File: src/rtl/lr_pkg.sv
// rtl/lr_pkg.sv - shared constants and types for the linear-regression entry path
// Purpose: key-code constants, the entry phase enum and the default matrix
//          dimensions shared with the regression core.
// Ports:   none (package).
package lr_pkg;

   localparam int DEF_ELEM_WIDTH   = 12;
   localparam int DEF_NUM_SAMPLES  = 3;
   localparam int DEF_NUM_FEATURES = 2;

   localparam logic [3:0] KEY_NEG   = 4'hA;
   localparam logic [3:0] KEY_DONE  = 4'hD;
   localparam logic [3:0] KEY_ENTER = 4'hE;
   localparam logic [3:0] KEY_CLR   = 4'hF;

   typedef enum logic [2:0] {
      PH_IDLE    = 3'd0,
      PH_ENTRY_X = 3'd1,
      PH_ENTRY_Y = 3'd2,
      PH_FULL    = 3'd3,
      PH_START   = 3'd4,
      PH_WAIT    = 3'd5,
      PH_RESULT  = 3'd6
   } phase_e;

endpackage

File: src/rtl/key_debounce.sv
// rtl/key_debounce.sv - level debouncer with registered rising-edge pulse
// Purpose: the debounced level follows raw once raw has differed from it for
//          STABLE_CYCLES consecutive cycles; rise_pulse marks the 0->1 update.
// Ports:   clk, rst_n (async active-low), raw (input level),
//          level (debounced level), rise_pulse (one cycle, after level rises).
module key_debounce #(
   parameter int STABLE_CYCLES = 4
) (
   input  logic clk,
   input  logic rst_n,
   input  logic raw,
   output logic level,
   output logic rise_pulse
);

   localparam int CW = $clog2(STABLE_CYCLES + 1);

   logic [CW-1:0] cnt_q;
   logic          level_q;
   logic          rise_q;

   always_ff @(posedge clk or negedge rst_n) begin
      if (!rst_n) begin
         cnt_q   <= '0;
         level_q <= 1'b0;
         rise_q  <= 1'b0;
      end else begin
         rise_q <= 1'b0;
         if (raw != level_q) begin
            // Count the current mismatching sample; the last one commits.
            if (cnt_q == CW'(STABLE_CYCLES - 1)) begin
               level_q <= raw;
               cnt_q   <= '0;
               rise_q  <= raw;
            end else begin
               cnt_q <= cnt_q + 1'b1;
            end
         end else begin
            cnt_q <= '0;
         end
      end
   end

   assign level      = level_q;
   assign rise_pulse = rise_q;

endmodule

File: src/rtl/matrix_entry_ctrl.sv
// rtl/matrix_entry_ctrl.sv - keypad sequencer loading X/y and launching the regression core
// Purpose: debounces keys, assembles signed decimal values, fills X then y,
//          pulses core_start and holds the result until acknowledged with DONE.
// Ports:   clk, rst_n (async active-low), key_pressed/key_code (raw keypad),
//          core_done (core result pulse), ready_input_matrix, core_start,
//          X_flat/y_flat (row-major buffers), cur_value, elem_idx, phase, entry_err.
module matrix_entry_ctrl
   import lr_pkg::*;
#(
   parameter int ELEM_WIDTH    = DEF_ELEM_WIDTH,
   parameter int NUM_SAMPLES   = DEF_NUM_SAMPLES,
   parameter int NUM_FEATURES  = DEF_NUM_FEATURES,
   parameter int STABLE_CYCLES = 4
) (
   input  logic                                      clk,
   input  logic                                      rst_n,
   input  logic                                      key_pressed,
   input  logic [3:0]                                key_code,
   input  logic                                      core_done,
   output logic                                      ready_input_matrix,
   output logic                                      core_start,
   output logic [NUM_SAMPLES*NUM_FEATURES*ELEM_WIDTH-1:0] X_flat,
   output logic [NUM_SAMPLES*ELEM_WIDTH-1:0]         y_flat,
   output logic [ELEM_WIDTH-1:0]                     cur_value,
   output logic [3:0]                                elem_idx,
   output logic [2:0]                                phase,
   output logic                                      entry_err
);

   localparam int W   = ELEM_WIDTH;
   localparam int AW  = W + 4;
   localparam int N_X = NUM_SAMPLES * NUM_FEATURES;
   localparam int N_Y = NUM_SAMPLES;
   localparam logic [3:0]    N_X4    = 4'(N_X);
   localparam logic [3:0]    N_ALL4  = 4'(N_X + N_Y);
   localparam logic [AW-1:0] MAX_MAG = AW'((2 ** (W - 1)) - 1);

   phase_e            state_q;
   logic [W-1:0]      cur_q;
   logic [3:0]        idx_q;
   logic [N_X*W-1:0]  x_q;
   logic [N_Y*W-1:0]  y_q;
   logic              err_q;

   logic key_level, key_rise, key_evt;

   key_debounce #(.STABLE_CYCLES(STABLE_CYCLES)) u_debounce (
      .clk        (clk),
      .rst_n      (rst_n),
      .raw        (key_pressed),
      .level      (key_level),
      .rise_pulse (key_rise)
   );

   assign key_evt = key_rise & key_level;

   // Digit accumulation works on the magnitude; the sign is reapplied after.
   logic [AW-1:0] cur_ext, cur_mag, next_mag;
   logic [W-1:0]  digit_val;
   logic          digit_ovf;
   logic [3:0]    idx_next;

   always_comb begin
      cur_ext   = {{4{cur_q[W-1]}}, cur_q};
      cur_mag   = cur_q[W-1] ? (AW'(0) - cur_ext) : cur_ext;
      next_mag  = cur_mag * AW'(10) + {{(AW-4){1'b0}}, key_code};
      digit_ovf = next_mag > MAX_MAG;
      digit_val = cur_q[W-1] ? (W'(0) - next_mag[W-1:0]) : next_mag[W-1:0];
      idx_next  = idx_q + 4'd1;
   end

   always_ff @(posedge clk or negedge rst_n) begin
      if (!rst_n) begin
         state_q <= PH_IDLE;
         cur_q   <= '0;
         idx_q   <= '0;
         x_q     <= '0;
         y_q     <= '0;
         err_q   <= 1'b0;
      end else begin
         case (state_q)
            PH_START: state_q <= PH_WAIT;
            PH_WAIT:  if (core_done) state_q <= PH_RESULT;
            default: ;
         endcase

         if (key_evt) begin
            case (state_q)
               PH_IDLE: state_q <= PH_ENTRY_X;
               PH_ENTRY_X, PH_ENTRY_Y: begin
                  if (key_code <= 4'd9) begin
                     if (digit_ovf) begin
                        err_q <= 1'b1;
                     end else begin
                        cur_q <= digit_val;
                        err_q <= 1'b0;
                     end
                  end else if (key_code == KEY_NEG) begin
                     cur_q <= W'(0) - cur_q;
                     err_q <= 1'b0;
                  end else if (key_code == KEY_CLR) begin
                     cur_q <= '0;
                     err_q <= 1'b0;
                  end else if (key_code == KEY_ENTER) begin
                     for (int k = 0; k < N_X; k++)
                        if (state_q == PH_ENTRY_X && idx_q == 4'(k))
                           x_q[k*W +: W] <= cur_q;
                     for (int k = 0; k < N_Y; k++)
                        if (state_q == PH_ENTRY_Y && idx_q == 4'(k + N_X))
                           y_q[k*W +: W] <= cur_q;
                     idx_q <= idx_next;
                     cur_q <= '0;
                     err_q <= 1'b0;
                     if (state_q == PH_ENTRY_X && idx_next == N_X4)
                        state_q <= PH_ENTRY_Y;
                     if (state_q == PH_ENTRY_Y && idx_next == N_ALL4)
                        state_q <= PH_FULL;
                  end else if (key_code == KEY_DONE) begin
                     err_q <= 1'b1;
                  end
               end
               PH_FULL: if (key_code == KEY_DONE) begin
                  state_q <= PH_START;
                  err_q   <= 1'b0;
               end
               PH_RESULT: if (key_code == KEY_DONE) begin
                  state_q <= PH_IDLE;
                  x_q     <= '0;
                  y_q     <= '0;
                  idx_q   <= '0;
                  cur_q   <= '0;
                  err_q   <= 1'b0;
               end
               default: ;
            endcase
         end
      end
   end

   assign ready_input_matrix = (state_q == PH_ENTRY_X) || (state_q == PH_ENTRY_Y);
   assign core_start         = (state_q == PH_START);
   assign X_flat             = x_q;
   assign y_flat             = y_q;
   assign cur_value          = cur_q;
   assign elem_idx           = idx_q;
   assign phase              = state_q;
   assign entry_err          = err_q;

endmodule

File: config.mk
export PLATFORM = sky130hd
export DESIGN_NAME = matrix_entry_ctrl
export DESIGN_NICKNAME = d
export VERILOG_FILES = /design/src/rtl/lr_pkg.sv /design/src/rtl/key_debounce.sv /design/src/rtl/matrix_entry_ctrl.sv
export SDC_FILE = /design/constraint.sdc
export NUM_CORES = 1
export LEC_CHECK = 0
export ABC_AREA = 1
export BUFFER_PORTS_ARGS = -buffer_cell sky130_fd_sc_hd__buf_2
export CORE_MARGIN = 1.5
export CORE_UTILIZATION = 45
export CTS_CLUSTER_DIAMETER = 200
export CTS_CLUSTER_SIZE = 16
export DETAILED_ROUTE_END_ITERATION = 10
export PLACE_DENSITY = 0.67
export SLEW_MARGIN = 20
export SYNTH_ARGS = -nofsm -noshare
export SYNTH_HDL_FRONTEND = slang
export SYNTH_SLANG_ARGS = --single-unit
export TNS_END_PERCENT = 5
File: constraint.sdc
create_clock -name clk -period 10.75 [get_ports clk]
set_input_delay 3.225 -clock clk [delete_from_list [all_inputs] [get_ports clk]]
set_output_delay 3.225 -clock clk [all_outputs]
set_load 0.01 [all_outputs]
# Word-level counts from Yosys, hierarchy flattened
# Index checks and enable logic that the tools add are counted.
# Widths: inputs -> output; s select.
# word_totals
ff_bits	133
latchBits	0
mem_bits_rw	0
romBits	0
input_bits	8
out_inout_bits	130
word_cells	157
n_memories	0
# classes
n_addsub	6
multipliers	1
n_div	0
magnitude_cmp	2
n_eq_ne	40
n_shift	0
mux	60
n_bitwise	1
n_reduce_logical	31
# op_table
cell	count
$mux 72	5
$mux 12	16
$mux 36	5
$pmux 72 s2	1
$pmux 36 s2	1
$reduce_and 8->1	9
$mux 3	12
$ne 2x2->1 const B	14
$eq 4x4->1 const B	6
$pmux 12 s2	1
$sub 1x12->12 const A	2
$eq 4x3->1 const B	5
$mux 4	5
$add 16x4->16	1
$gt 16x11->1 const B	1
$mul 16x3->15 const B	1
$mux 16	1
$sub 1x12->13 const A	1
$pmux 3 s4	1
$logic_and 1x1->1	11
$eq 3x2->1 const B	3
$eq 3x3->1 const B	3
$mux 1	9
$eq 4x2->1 const B	2
other kinds (23)	25

# Depth between registers and ports, before layout
# Gate-level depths: netlist of run 1.
# logic_depth
word_depth	11
mapped_depth	30
ltp_nobuf	29

# Modules after synthesis
# A second synthesis of run 1 with hierarchy kept.
# hier_totals
hier_cells	929
hier_area_um2	7519.7
# by_module_without_submodules
module	n_inst	cells_each	area_each_um2	seq_area_each_um2
matrix_entry_ctrl	1	904	7304.5	3203.1
key_debounce	1	25	215.2	125.1

# Least setup slack after synthesis of run 1
# OpenSTA, ideal clock, no wires.
# synth_timing
path_type	input -> register
startpoint	in key_code[1]
endpoint	reg cur_q[3], in the netlist cur_value[3]
setup_ps	123
arrival_time_ps	5233
required_time_ps	10627
slack_ps	5394
path_stages	20
n_path_buf	1
path_cell_list	ha_1 > inv_1 > fa_1 > inv_1 > nand3_1 > nand2_1 > nand2_1 > nor2_2 > nand3_2 > nor2_2 > nand3_1 > nand2_1 > nand3_1 > nor2_1 > nand3_2 > nand3_4 > nand2_4 > buf_6 > nand2_2 > o21ai_2
# synth_via
elab_chain_len	6
elab_cells_between_ends	18
cone_classes	2 x add/sub; 2 x order compare; 7 x eq/ne; 6 x mux; 1 x reduce/logical
# synth_lines
element	line	source
start: declaration	matrix_entry_ctrl.sv:18	input logic [3:0] key_code,
$add 16x4->16	matrix_entry_ctrl.sv:66	next_mag = cur_mag * AW'(10) + {{(AW-4){1'b0}}, key_code};
$sub 1x12->12	matrix_entry_ctrl.sv:68	digit_val = cur_q[W-1] ? (W'(0) - next_mag[W-1:0]) : next_mag[W-1:0];
$mux 12	matrix_entry_ctrl.sv:68	
$mux 12	matrix_entry_ctrl.sv:92	if (digit_ovf) begin
$mux 12	matrix_entry_ctrl.sv:91	if (key_code <= 4'd9) begin
$pmux 12 s2	matrix_entry_ctrl.sv:88	case (state_q)
end signal: assignment	matrix_entry_ctrl.sv:95	cur_q <= digit_val;
end signal: assignment	matrix_entry_ctrl.sv:99	cur_q <= W'(0) - cur_q;
end: declaration	matrix_entry_ctrl.sv:39	logic [W-1:0] cur_q;
# Several ways; a longest one is shown, not always the timed one. The select of a mux whose other input is x is not followed.
# A chain may end at the register's enable or synchronous reset.

# Worst setup path in the final report of run 1
# layout_timing
startpoint	in key_code[1]
endpoint	reg cur_q[2], in the netlist cur_value[2]
# The elaborated chain is that of the path after synthesis.

==> results.tsv, run 1 <==
stage	metric	value	unit
synthesis	main combinational cell family by area after synthesis	simple AND/OR/NAND/NOR gates	
sta	RSZ-0062 raised after global routing	false	
clock_network	count of buffers added by post-CTS timing repair for setup	0	
power_and_ir_drop	largest voltage drop on the vdd net	146.3	uV
die	standard-cell row count	46	
detailed_routing	via density per instance	5.171	
placed_design	post-DP HPWL	14.11	mm
die	number of top-level design ports	138	
synthesis	number of synthesized register bits	133	
synthesis	cell taking the most area after synthesis	sky130_fd_sc_hd__dfrtp_1	
synthesis	post-synth cell types	38	
sta	maximum clock rate	185.0	MHz
synthesis	post-synthesis instance total	882	
critical_path	Critical Setup Path Class	in -> reg	
critical_path	cell occurring most often along the worst timing path	sky130_fd_sc_hd__nand2_1	
die	Chip Height	129.7	um
synthesis	fraction of registers with async set or reset after synthesis	1.000	
synthesis	most frequent cell after synthesis	sky130_fd_sc_hd__nand2_1	
critical_path	delay of the slowest cell on the worst path	0.39	ns
critical_path	Worst Path Required	11.04	ns
status	status	finished, final reports clean	
power_and_ir_drop	Tot Pwr	0.001754	W
synthesis	fraction of the mapped netlist area in compound gates	0.1461	
clock_network	Hold Buf Count CTS	0	
finish	P&R area growth vs syn	20.00	%
clock_network	Clk Latency, worst-skew pair	0.41	ns
clock_network	number of instances resized during post-cts repair	0	
global_routing	aggregate global routing overflow	0	
clock_network	CTS tree	yes	
synthesis	simple logic cell fraction of the synthesized area	0.2447	
detailed_routing	number of design-rule violations left by the first detailed-router iteration	423	
sta	Setup TNS	0	ns
clock_network	clock sinks	133	
clock_network	H-Tree Level Count	4	
finish	fraction of layout cells with a size suffix above 1	0.2215	
synthesis	xor-xnor portion of the synthesized cell area	0.02548	
sta	skew final	0.007050	ns
die	overall die area	16810	sq um
critical_path	Critical Path, Cell by Cell	buf_2 > ha_1 > inv_1 > fa_1 > inv_1 > nand3_1 > nand2_1 > nand2_1 > nor2_2 > nand3_2 > nor2_2 > nand3_1 > nand2_1 > nand3_1 > nor2_1 > nand3_2 > nand3_4 > nand2_4 > nand2_1 > o21ai_2	
synthesis	cell types occupying the most area after synthesis	sky130_fd_sc_hd__dfrtp_1, sky130_fd_sc_hd__nand2_1, sky130_fd_sc_hd__o21ai_0	
critical_path	arrival time of data at the critical path endpoint	5.70	ns
synthesis	most used flip-flop cell after synthesis	sky130_fd_sc_hd__dfrtp_1	
clock_network	clock edge transition at the registers on the reported setup and hold paths	0.05	ns
die	overall die width	129.7	um
critical_path	Worst setup EP type	register	
sta	hold_ws	0.4452	ns
power_and_ir_drop	Power per Cell Area	202.4	nW/um^2
synthesis	top post-synthesis cells by count	sky130_fd_sc_hd__nand2_1, sky130_fd_sc_hd__o21ai_0, sky130_fd_sc_hd__dfrtp_1	
critical_path	number of buffer and inverter stages on the critical path	3	
critical_path	kind of cell adding the most delay to the critical path	simple AND/OR/NAND/NOR gates	
sta	relative slew slack	0.3910	
finish	Inserted Diodes	0	
placed_design	routability-driven placement congestion ratio	0.8703	
sta	final max-slew violation count	0	
synthesis	share of the synthesized area in the top cell type	0.4610	
sta	Period Utilization, post-route	0.5029	
finish	summed area of non-filler cells in the final layout	8663	sq um
synthesis	post-synthesis sequential area ratio	0.4610	
global_routing	all-layer global routing usage	0.2396	
global_routing	via count of the first global-routing pass	5713	
critical_path	slowest stage cell on the critical path	sky130_fd_sc_hd__fa_1	
clock_network	number of CTS-inserted buffers	17	
sta	fin crit period	5.406	ns
placed_design	Area after DPL	8073	sq um
global_routing	pin count of the biggest net entering global routing	53	
detailed_routing	routed vias	6417	
power_and_ir_drop	leakage power	4.482	nW
global_routing	wire length of the first global-routing pass	30.63	mm
global_routing	antenna violations before repair	0	
clock_network	CTS root buffer	sky130_fd_sc_hd__clkbuf_16	
sta	Fin. Hold Viols	0	
clock_network	Clock Path Buffers	2	
detailed_routing	detail-routed net length per standard cell	15.84	um
placed_design	buffers added on ports	137	
detailed_routing	Initial DRT Pass Iterations	5	
synthesis	Post-synth EDFFs	0	
finish	layout net count	1059	
synthesis	mux cell area share after synthesis	0	
synthesis	adder and majority gate portion of the synthesized area	0.06447	
die	Initial Util	0.4578	
sta	slew at the pin with the worst max-slew slack	0.9135	ns
die	area of the core region	15770	sq um
detailed_routing	Total Routed Length	19.66	mm
detailed_routing	ANT nets after route	0	
critical_path	startpoint kind of the worst setup timing path	input port	
flow_run	max-capacitance violation count	0	
detailed_routing	Remaining DRCs	0	
synthesis	Avg Cell Area, Syn	8.185	sq um
synthesis	Syn Std Cell Area	7219	sq um
worst_hold_path	min-delay worst type	reg -> reg	
synthesis	Synth warnings	0	
critical_path	maximum fanout encountered on the critical timing path	22	
sta	number of setup violations in the final report	0	
-- registers in the layout (all words and copies together), names as in the netlist --
name and count:
X_flat 72, y_flat 36, cur_value 12, elem_idx 4, phase 3, u_debounce.cnt_q 3, entry_err 1, u_debounce.level 1
u_debounce.rise_pulse 1
-- area by class of cell --
cell class | instances | area [sq um]
tap | 216 | 270.3
clock buffer | 25 | 495.5
clock inverter | 4 | 95.09
timing repair buffer | 139 | 703.2
multi-input combinational | 646 | 3478
inverter | 78 | 292.8
sequential | 133 | 3328
fill | 1559 | 7107
-- power breakdown --
part,total [W],internal (W),switching [W]
Sequential,0.000571,0.000528,0.0000436
Clock,0.000583,0.000385,0.000198
Combinational,0.000599,0.000193,0.000406
-- per-stage QoR --
stage | cells | setup WS, ns | util
finish | 1241 | 5.344 | 0.5493
floorplan | 883 | 5.394 | -
global placement | 1212 | 5.006 | 0.5119
global route | 1241 | 5.052 | 0.5493
detailed placement | 1212 | 4.954 | 0.5119
CTS | 1241 | 5.385 | 0.5493
-- worst paths after layout --
| path | startpoint | end | slack, ns | depth (start not counted) |
|---|---|---|---|---|
| worst max-delay path | key_code[1] | cur_value[2]$_DFFE_PN0P_ | 5.34 | 20 |
| worst min-delay path | u_debounce.cnt_q[0]$_DFF_PN0_ | u_debounce.cnt_q[0]$_DFF_PN0_ | 0.45 | 1 |
| worst max register to register | cur_value[11]$_DFFE_PN0P_ | cur_value[2]$_DFFE_PN0P_ | 6.11 | 21 |
| worst min register to register | u_debounce.cnt_q[0]$_DFF_PN0_ | u_debounce.cnt_q[0]$_DFF_PN0_ | 0.45 | 1 |
| max in group asynchronous | rst_n | X_flat[52]$_DFFE_PN0P_ | 6.90 | 2 |
| min in group asynchronous | rst_n | X_flat[14]$_DFFE_PN0P_ | 2.78 | 1 |
-- cell usage in the layout (no fill, tap or decap), drive strengths merged, types with 3 or more instances in the layout --
master  Yosys  routed
nand3      47      47
nor2       53      53
nand2     260     260
ha         34      34
clkbuf     15      25
dfrtp     133     133
inv        78      78
xor2       10      10
bufinv      0       3
nor3       17      17
buf        11     139
xnor2      11      11
nor4        6       6
o21ai     167     167
nand4       9       9
a21oi      17      17
-- logic make-up after synthesis --
kind of cell,Yosys count
buf+inv,104
compound gates,192
other cells,1
flops,133
simple gates,395
xor+xnor,21
fa+ha+maj,36
-- metal layers --
metal | wire length (um) | up-vias | GRT usage
met5 | 0 | - | 0
met4 | 464 | 0 | 0.08889
met3 | 1058 | 32 | 0.03922
met2 | 9176 | 183 | 0.3766
met1 | 8957 | 3016 | 0.3345
li1 | - | 3186 | -
Note: power is estimated with default switching activity, not from simulation.
==> run 2: changes to the inputs <==
Settings changed: ABC_AREA 1 to 0.
Clock period 10.75 ns to 5.6 ns, I/O delays scaled along.
==> run 2 against run 1 <==
Register-to-register slack lost 5.8 ns. First-iteration DRC count is 6.9% lower. Flip-flop and latch count did not move. Via count shrank 6.5%. Synthesized cell count shrank 16%. Die area up 3.2%. Total power increased to 2.6 times the previous value. Critical path depth shrank 1. Clock power rose by 78%. Sequential power is 110% higher. Wire length fell by 1.2%. Global-route usage shrank 0.87 points. Critical path type is now reg -> reg.
==> results.tsv, run 2 <==
stage	metric	value	unit	change
clock_network	number of CTS-inserted buffers	17		unchanged
synthesis	most frequent cell after synthesis	sky130_fd_sc_hd__dfrtp_1		
critical_path	maximum fanout encountered on the critical timing path	7		-68%
synthesis	share of the synthesized area in the top cell type	0.4464		-0.01462
synthesis	cell taking the most area after synthesis	sky130_fd_sc_hd__dfrtp_1		
global_routing	antenna violations before repair	0		unchanged
global_routing	met1 Resource Use GR	0.3109		-0.02363
sta	Setup TNS	0	ns	unchanged
die	standard-cell row count	46		unchanged
clock_network	clock sinks	133		unchanged
sta	hold_ws	0.4494	ns	+0.004279 ns
die	overall die area	17350	sq um	+3.2%
global_routing	wire length of the first global-routing pass	31.67	mm	+3.4%
global_routing	pin count of the biggest net entering global routing	103		+94%
global_routing	GR Util met2	0.3754		-0.001156
synthesis	Syn Std Cell Area	7456	sq um	+3.3%
clock_network	CTS tree	yes		
die	Chip Height	131.7	um	+1.6%
die	area of the core region	16060	sq um	+1.8%
finish	P&R area growth vs syn	19.03	%	
finish	Largest register FFs	72		unchanged
synthesis	post-synthesis sequential area ratio	0.4464		-0.01462
placed_design	post-DP HPWL	14.29	mm	+1.2%
die	number of top-level design ports	138		unchanged
finish	filler cell count in the final layout	1415		-9.2%
synthesis	post-synthesis instance total	739		-16%
clock_network	H-Tree Level Count	4		unchanged
synthesis	Avg Cell Area, Syn	10.09	sq um	+23%
finish	Inserted Diodes	0		unchanged
detailed_routing	routed vias	5997		-6.5%
global_routing	grt peak-use layer	met2		
critical_path	Worst setup EP type	register		
synthesis	cell types occupying the most area after synthesis	sky130_fd_sc_hd__dfrtp_1, sky130_fd_sc_hd__mux2_2, sky130_fd_sc_hd__ha_1		
synthesis	most used flip-flop cell after synthesis	sky130_fd_sc_hd__dfrtp_1		
critical_path	Critical Setup Path Class	reg -> reg		
detailed_routing	ANT nets after route	0		unchanged
sta	skew final	0.009464	ns	+0.002414 ns
die	Initial Util	0.4643		+0.006522
detailed_routing	Total Routed Length	19.43	mm	-1.2%
sta	Period Utilization, post-route	0.9425		
detailed_routing	detail-routed net length per standard cell	17.74	um	+12%
synthesis	post-synth cell types	77		+100%
clock_network	count of buffers added by post-CTS timing repair for setup	0		unchanged
sta	Fin. Hold Viols	0		unchanged
die	overall die width	131.7	um	+1.6%
clock_network	Clock Path Buffers	2		unchanged
finish	commonest cells after routing, fill and taps aside	sky130_fd_sc_hd__buf_2, sky130_fd_sc_hd__dfrtp_1, sky130_fd_sc_hd__nand2_1		
finish	fraction of layout cells with a size suffix above 1	0.3083		+0.08684
clock_network	CTS root buffer	sky130_fd_sc_hd__clkbuf_16		
synthesis	Synth warnings	0		unchanged
detailed_routing	Initial DRT Pass Iterations	4		-1
power_and_ir_drop	Power per Cell Area	506.4	nW/um^2	+150%
placed_design	buffers added on ports	137		unchanged
power_and_ir_drop	leakage power	4.649	nW	+3.7%
power_and_ir_drop	largest voltage drop on the vdd net	278.4	uV	+90%
clock_network	Clk Latency, worst-skew pair	0.42	ns	about the same
finish	most common library cell in the layout ignoring fill and taps	sky130_fd_sc_hd__buf_2		
sta	number of setup violations in the final report	0		unchanged
worst_hold_path	min-delay worst type	reg -> reg		
finish	layout net count	910		-14%
synthesis	number of synthesized register bits	133		unchanged
status	status	finished, final reports clean		
sta	RSZ-0062 raised after global routing	false		
sta	fin crit period	5.278	ns	
placed_design	routability-driven placement congestion ratio	0.8868		+1.9%
global_routing	aggregate global routing overflow	0		unchanged
sta	relative slew slack	0.3840		-0.006999
global_routing	via count of the first global-routing pass	5931		+3.8%
clock_network	Hold Buf Count CTS	0		unchanged
critical_path	arrival time of data at the critical path endpoint	5.58	ns	-0.12 ns
global_routing	fraction of met3 tracks used by global routing	0.04668		+0.007458
synthesis	top post-synthesis cells by count	sky130_fd_sc_hd__dfrtp_1, sky130_fd_sc_hd__nand2_1, sky130_fd_sc_hd__o21ai_0		
clock_network	number of instances resized during post-cts repair	0		unchanged
critical_path	startpoint kind of the worst setup timing path	register		
clock_network	clock edge transition at the registers on the reported setup and hold paths	0.06	ns	about the same
detailed_routing	via density per instance	5.477		+5.9%
sta	slew at the pin with the worst max-slew slack	0.9240	ns	+0.01050 ns
detailed_routing	number of design-rule violations left by the first detailed-router iteration	394		-6.9%
sta	maximum clock rate	189.5	MHz	
flow_run	max-capacitance violation count	0		unchanged
global_routing	all-layer global routing usage	0.2309		-0.008679
critical_path	Worst Path Required	5.90	ns	-5.14 ns
synthesis	Post-synth EDFFs	0		unchanged
synthesis	fraction of registers with async set or reset after synthesis	1.000		unchanged
detailed_routing	Remaining DRCs	0		unchanged
sta	final max-slew violation count	0		unchanged
run 2: area by class of cell:
class | instances | area (sq um) | share of cell area
well taps | 216 | 270.3 | 0.03045
repair buffers | 145 | 752.0 | 0.08473
multi-input cells | 547 | 3889 | 0.4382
clock buffers | 20 | 446.7 | 0.05033
inverters | 22 | 82.58 | 0.009305
flip-flops and latches | 133 | 3328 | 0.3750
clock inverters | 12 | 106.4 | 0.01198
run 2: critical path, stage by stage, from the launching register on:
cell and delay, ns:
sky130_fd_sc_hd__dfrtp_1 0.41, sky130_fd_sc_hd__inv_1 0.13, sky130_fd_sc_hd__ha_1 0.21, sky130_fd_sc_hd__inv_1 0.06, sky130_fd_sc_hd__or3_1 0.36, sky130_fd_sc_hd__or3_1 0.37
sky130_fd_sc_hd__or3_1 0.39, sky130_fd_sc_hd__nor3_1 0.22, sky130_fd_sc_hd__nand2b_1 0.16, sky130_fd_sc_hd__xnor2_1 0.15, sky130_fd_sc_hd__ha_1 0.26, sky130_fd_sc_hd__ha_1 0.37
sky130_fd_sc_hd__a21o_1 0.23, sky130_fd_sc_hd__a21oi_1 0.20, sky130_fd_sc_hd__o21ai_0 0.13, sky130_fd_sc_hd__a311o_1 0.32, sky130_fd_sc_hd__nor3_2 0.24, sky130_fd_sc_hd__a41oi_2 0.29
sky130_fd_sc_hd__and2_1 0.33, sky130_fd_sc_hd__a221o_1 0.36
run 2: path summary, 6_finish.rpt:
kind / start / to / slack, ns / cells past startpoint
max: cur_value[1]$_DFFE_PN0P_ / cur_value[9]$_DFFE_PN0P_ / 0.32 / 19
min: u_debounce.cnt_q[0]$_DFF_PN0_ / u_debounce.cnt_q[0]$_DFF_PN0_ / 0.45 / 1
max reg2reg: cur_value[1]$_DFFE_PN0P_ / cur_value[9]$_DFFE_PN0P_ / 0.32 / 19
min reg2reg: u_debounce.cnt_q[0]$_DFF_PN0_ / u_debounce.cnt_q[0]$_DFF_PN0_ / 0.45 / 1
max in group asynchronous: rst_n / X_flat[3]$_DFFE_PN0P_ / 3.28 / 2
min in group asynchronous: rst_n / y_flat[19]$_DFFE_PN0P_ / 1.35 / 1
run 2: stage by stage:
stage	setup slack, ns	std cells	utilization	area [sq um]	total power [W]
6_report	0.3221	1095	0.5527	8875	0.004494
5_1_grt	0.02197	1095	0.5527	8875	0.004834
4_1_cts	0.2156	1095	0.5517	8860	0.004475
3_5_place_dp	0.2335	1063	0.5173	8307	0.003422
3_3_place_gp	0.4027	1063	0.5173	8307	0.003406
2_1_floorplan	0.7812	740	-	7460	0.002899
run 2: cells by family after synthesis:
kind of cell,after synthesis,synth area share
AND/OR/NAND/NOR,230,0.1525
AO/OA/AOI/OAI,174,0.1532
flip-flops,133,0.4464
multiplexers,71,0.1066
buffers and inverters,60,0.03457
adder cells (fa/ha/maj),36,0.06243
XOR/XNOR,34,0.04380
other,1,0.0005030
run 2: report_power, final:
group / switching (W) / internal, W
Clock: 0.000418 / 0.000620
Sequential: 0.000114 / 0.00107
Combinational: 0.00137 / 0.000898
Total: 0.00190 / 0.00259
run 2: per-layer routing:
layer	part of all wire	up-vias
li1	-	2884
met4	0.022	0
met2	0.47	186
met5	0	-
met1	0.45	2891
met3	0.054	36
==> run 3: changes to the inputs <==
Settings changed: ABC_AREA 0 to 1.
==> run 3 against run 2 <==
Design area down 2.7%. First-iteration DRC count up 6.1%. Wire length up 0.23%. Cell count up 14%. Largest cell class unchanged. Critical path type unchanged. Clock skew down 0.0039 ns. Worst hold slack worse by 0.011 ns. Worst setup slack better by 0.67 ns. Critical path depth up 7.
==> results.tsv, run 3 (synthesized netlist as in run 1, its figures left out) <==
stage	metric	value	unit	change
status	status	finished, final reports clean		
critical_path	slowest stage cell on the critical path	sky130_fd_sc_hd__dfrtp_1		
detailed_routing	detail-routed net length per standard cell	15.67	um	-12%
die	area of the core region	15770	sq um	-1.8%
clock_network	Clk Latency, worst-skew pair	0.41	ns	about the same
power_and_ir_drop	Seq pwr share	0.332		+0.068
sta	maximum clock rate	216.9	MHz	+14%
detailed_routing	Remaining DRCs	0		unchanged
clock_network	clock sinks	133		unchanged
critical_path	Worst Path Required	5.89	ns	about the same
power_and_ir_drop	internal power	0.002025	W	-22%
sta	skew final	0.005542	ns	-0.003922 ns
sta	number of setup violations in the final report	0		unchanged
placed_design	routability-driven placement congestion ratio	0.8798		-0.79%
global_routing	grt peak-use layer	met2		
sta	fin crit period	4.610	ns	-0.6679 ns
global_routing	antenna violations before repair	0		unchanged
finish	multi-input gate area in the final layout	3478	sq um	-11%
worst_hold_path	min-delay worst type	reg -> reg		
finish	P&R area growth vs syn	19.57	%	
detailed_routing	number of design-rule violations left by the first detailed-router iteration	418		+6.1%
clock_network	H-Tree Level Count	4		unchanged
power_and_ir_drop	leakage power	4.466	nW	-3.9%
critical_path	cell occurring most often along the worst timing path	sky130_fd_sc_hd__nand2_1		
power_and_ir_drop	Switching Power	0.001252	W	-34%
critical_path	Worst setup EP type	register		
global_routing	pin count of the biggest net entering global routing	76		-26%
placed_design	buffers added on ports	137		unchanged
die	Initial Util	0.4578		-0.006522
die	overall die area	16810	sq um	-3.1%
power_and_ir_drop	proportion of power drawn by combinational gates	0.353		-0.152
global_routing	via count of the first global-routing pass	5806		-2.1%
critical_path	r2r setup slk	0.99	ns	+0.67 ns
finish	layout net count	1060		+16%
critical_path	Critical Setup Path Class	reg -> reg		
power_and_ir_drop	Tot Pwr	0.003278	W	-27%
global_routing	fraction of met3 tracks used by global routing	0.04459		-0.002091
finish	Largest register FFs	72		unchanged
detailed_routing	routed vias	6420		+7.1%
global_routing	aggregate global routing overflow	0		unchanged
die	overall die width	129.7	um	-1.6%
global_routing	met1 Resource Use GR	0.3220		+0.01115
sta	slew at the pin with the worst max-slew slack	0.9739	ns	+0.04987 ns
sta	Period Utilization, post-route	0.8232		-0.1193
sta	hold_ws	0.4386	ns	-0.01086 ns
sta	relative slew slack	0.3508		-0.03325
detailed_routing	ANT nets after route	0		unchanged
finish	most common library cell in the layout ignoring fill and taps	sky130_fd_sc_hd__nand2_1		
global_routing	GR Util met2	0.3813		+0.005825
finish	Storage cell area	3328	sq um	unchanged
power_and_ir_drop	switching part of the total	0.3821		-0.04145
finish	Inserted Diodes	0		unchanged
critical_path	maximum fanout encountered on the critical timing path	22		+15
flow_run	max-capacitance violation count	0		unchanged
finish	commonest cells after routing, fill and taps aside	sky130_fd_sc_hd__nand2_1, sky130_fd_sc_hd__o21ai_0, sky130_fd_sc_hd__buf_2		
detailed_routing	Initial DRT Pass Iterations	5		+1
finish	filler cell count in the final layout	1537		+8.6%
clock_network	CTS root buffer	sky130_fd_sc_hd__clkbuf_16		
detailed_routing	via density per instance	5.165		-5.7%
clock_network	Clock Path Buffers	2		unchanged
clock_network	CTS tree	yes		
clock_network	clock edge transition at the registers on the reported setup and hold paths	0.05	ns	about the same
global_routing	wire length of the first global-routing pass	30.44	mm	-3.9%
clock_network	number of instances resized during post-cts repair	0		unchanged
finish	Final Non-Filler Cells	1243		+14%
sta	RSZ-0062 raised after global routing	false		
die	number of top-level design ports	138		unchanged
power_and_ir_drop	largest voltage drop on the vdd net	236.6	uV	-15%
power_and_ir_drop	Power per Cell Area	379.7	nW/um^2	-25%
finish	fraction of layout cells with a size suffix above 1	0.2249		-0.08338
critical_path	delay of the slowest cell on the worst path	0.47	ns	+0.06 ns
power_and_ir_drop	fraction of power consumed by the clock network	0.315		+0.084
finish	fin util	0.5474		-0.005307
critical_path	startpoint kind of the worst setup timing path	register		
die	standard-cell row count	46		unchanged
sta	final max-slew violation count	0		unchanged
clock_network	number of CTS-inserted buffers	17		unchanged
sta	Fin. Hold Viols	0		unchanged
global_routing	all-layer global routing usage	0.2365		+0.005569
sta	Setup TNS	0	ns	unchanged
die	Chip Height	129.7	um	-1.6%
placed_design	instance count after placement with tap cells included	1213		+14%
detailed_routing	Total Routed Length	19.47	mm	+0.23%
critical_path	arrival time of data at the critical path endpoint	4.90	ns	-0.68 ns
clock_network	count of buffers added by post-CTS timing repair for setup	0		unchanged
clock_network	Hold Buf Count CTS	0		unchanged
placed_design	post-DP HPWL	14.13	mm	-1.1%
## run 3: cell types whose count changed in the layout (fill, tap and decap cells not counted), moves of 10 or more
cell / delta
sky130_fd_sc_hd__nand2_1: +144
sky130_fd_sc_hd__nor2b_1: -10
sky130_fd_sc_hd__a21oi_1: -14
sky130_fd_sc_hd__inv_1: +51
sky130_fd_sc_hd__nand3_1: +28
sky130_fd_sc_hd__mux2_2: -63
sky130_fd_sc_hd__o21ai_0: +80
sky130_fd_sc_hd__nand2_2: +14
sky130_fd_sc_hd__o21ai_2: +18
sky130_fd_sc_hd__or3_1: -12
## run 3: stage by stage
stage,instance area [sq um],setup WS [ns]
final,8632,0.9900
after global placement,8080,1.048
after global routing,8632,0.4814
after detailed placement,8080,1.018
after floorplan,7223,1.657
after CTS,8632,1.001
## run 3: worst paths after layout
kind / startpoint / to / cells past startpoint
max in group asynchronous: rst_n / y_flat[29]$_DFFE_PN0P_ / 2
setup reg to reg: cur_value[0]$_DFFE_PN0P_ / cur_value[1]$_DFFE_PN0P_ / 26
setup / recovery: cur_value[0]$_DFFE_PN0P_ / cur_value[1]$_DFFE_PN0P_ / 26
hold reg to reg: u_debounce.cnt_q[0]$_DFF_PN0_ / u_debounce.cnt_q[0]$_DFF_PN0_ / 1
hold / removal: u_debounce.cnt_q[0]$_DFF_PN0_ / u_debounce.cnt_q[0]$_DFF_PN0_ / 1
min in group asynchronous: rst_n / X_flat[12]$_DFFE_PN0P_ / 1
## run 3: layer usage
metal | up-vias | routed length, um
met1 | 3015 | 8803
met4 | 0 | 362
met3 | 25 | 1155
li1 | 3193 | -
met5 | - | 0
met2 | 187 | 9152
## run 3: critical path, delay by kind of cell (launching register included)
family / cells / cell delay [ns]
flops: 1 / 0.47
buf+inv: 2 / 0.13
compound gates: 3 / 0.61
fa+ha+maj: 3 / 0.86
xor+xnor: 1 / 0.14
simple gates: 17 / 2.28
## run 3: final cells by class
cell class | count | area share
sequential | 133 | 0.3856
timing repair buffer | 140 | 0.08233
clock buffer | 22 | 0.05494
tap | 216 | 0.03131
clock inverter | 8 | 0.008987
multi-input combinational | 646 | 0.4030
inverter | 78 | 0.03392
## run 3: power by group through the flow
| stage | clock [W] | sequential (W) | combinational [W] |
|---|---|---|---|
| final | 0.00103 | 0.00109 | 0.00116 |
| after global routing | 0.00109 | 0.00110 | 0.00130 |
| after CTS | 0.00105 | 0.00109 | 0.00116 |
| after detailed placement | 0 | 0.00110 | 0.00115 |
| after global placement | 0 | 0.00110 | 0.00114 |
| after floorplan | 0 | 0.00110 | 0.000824 |
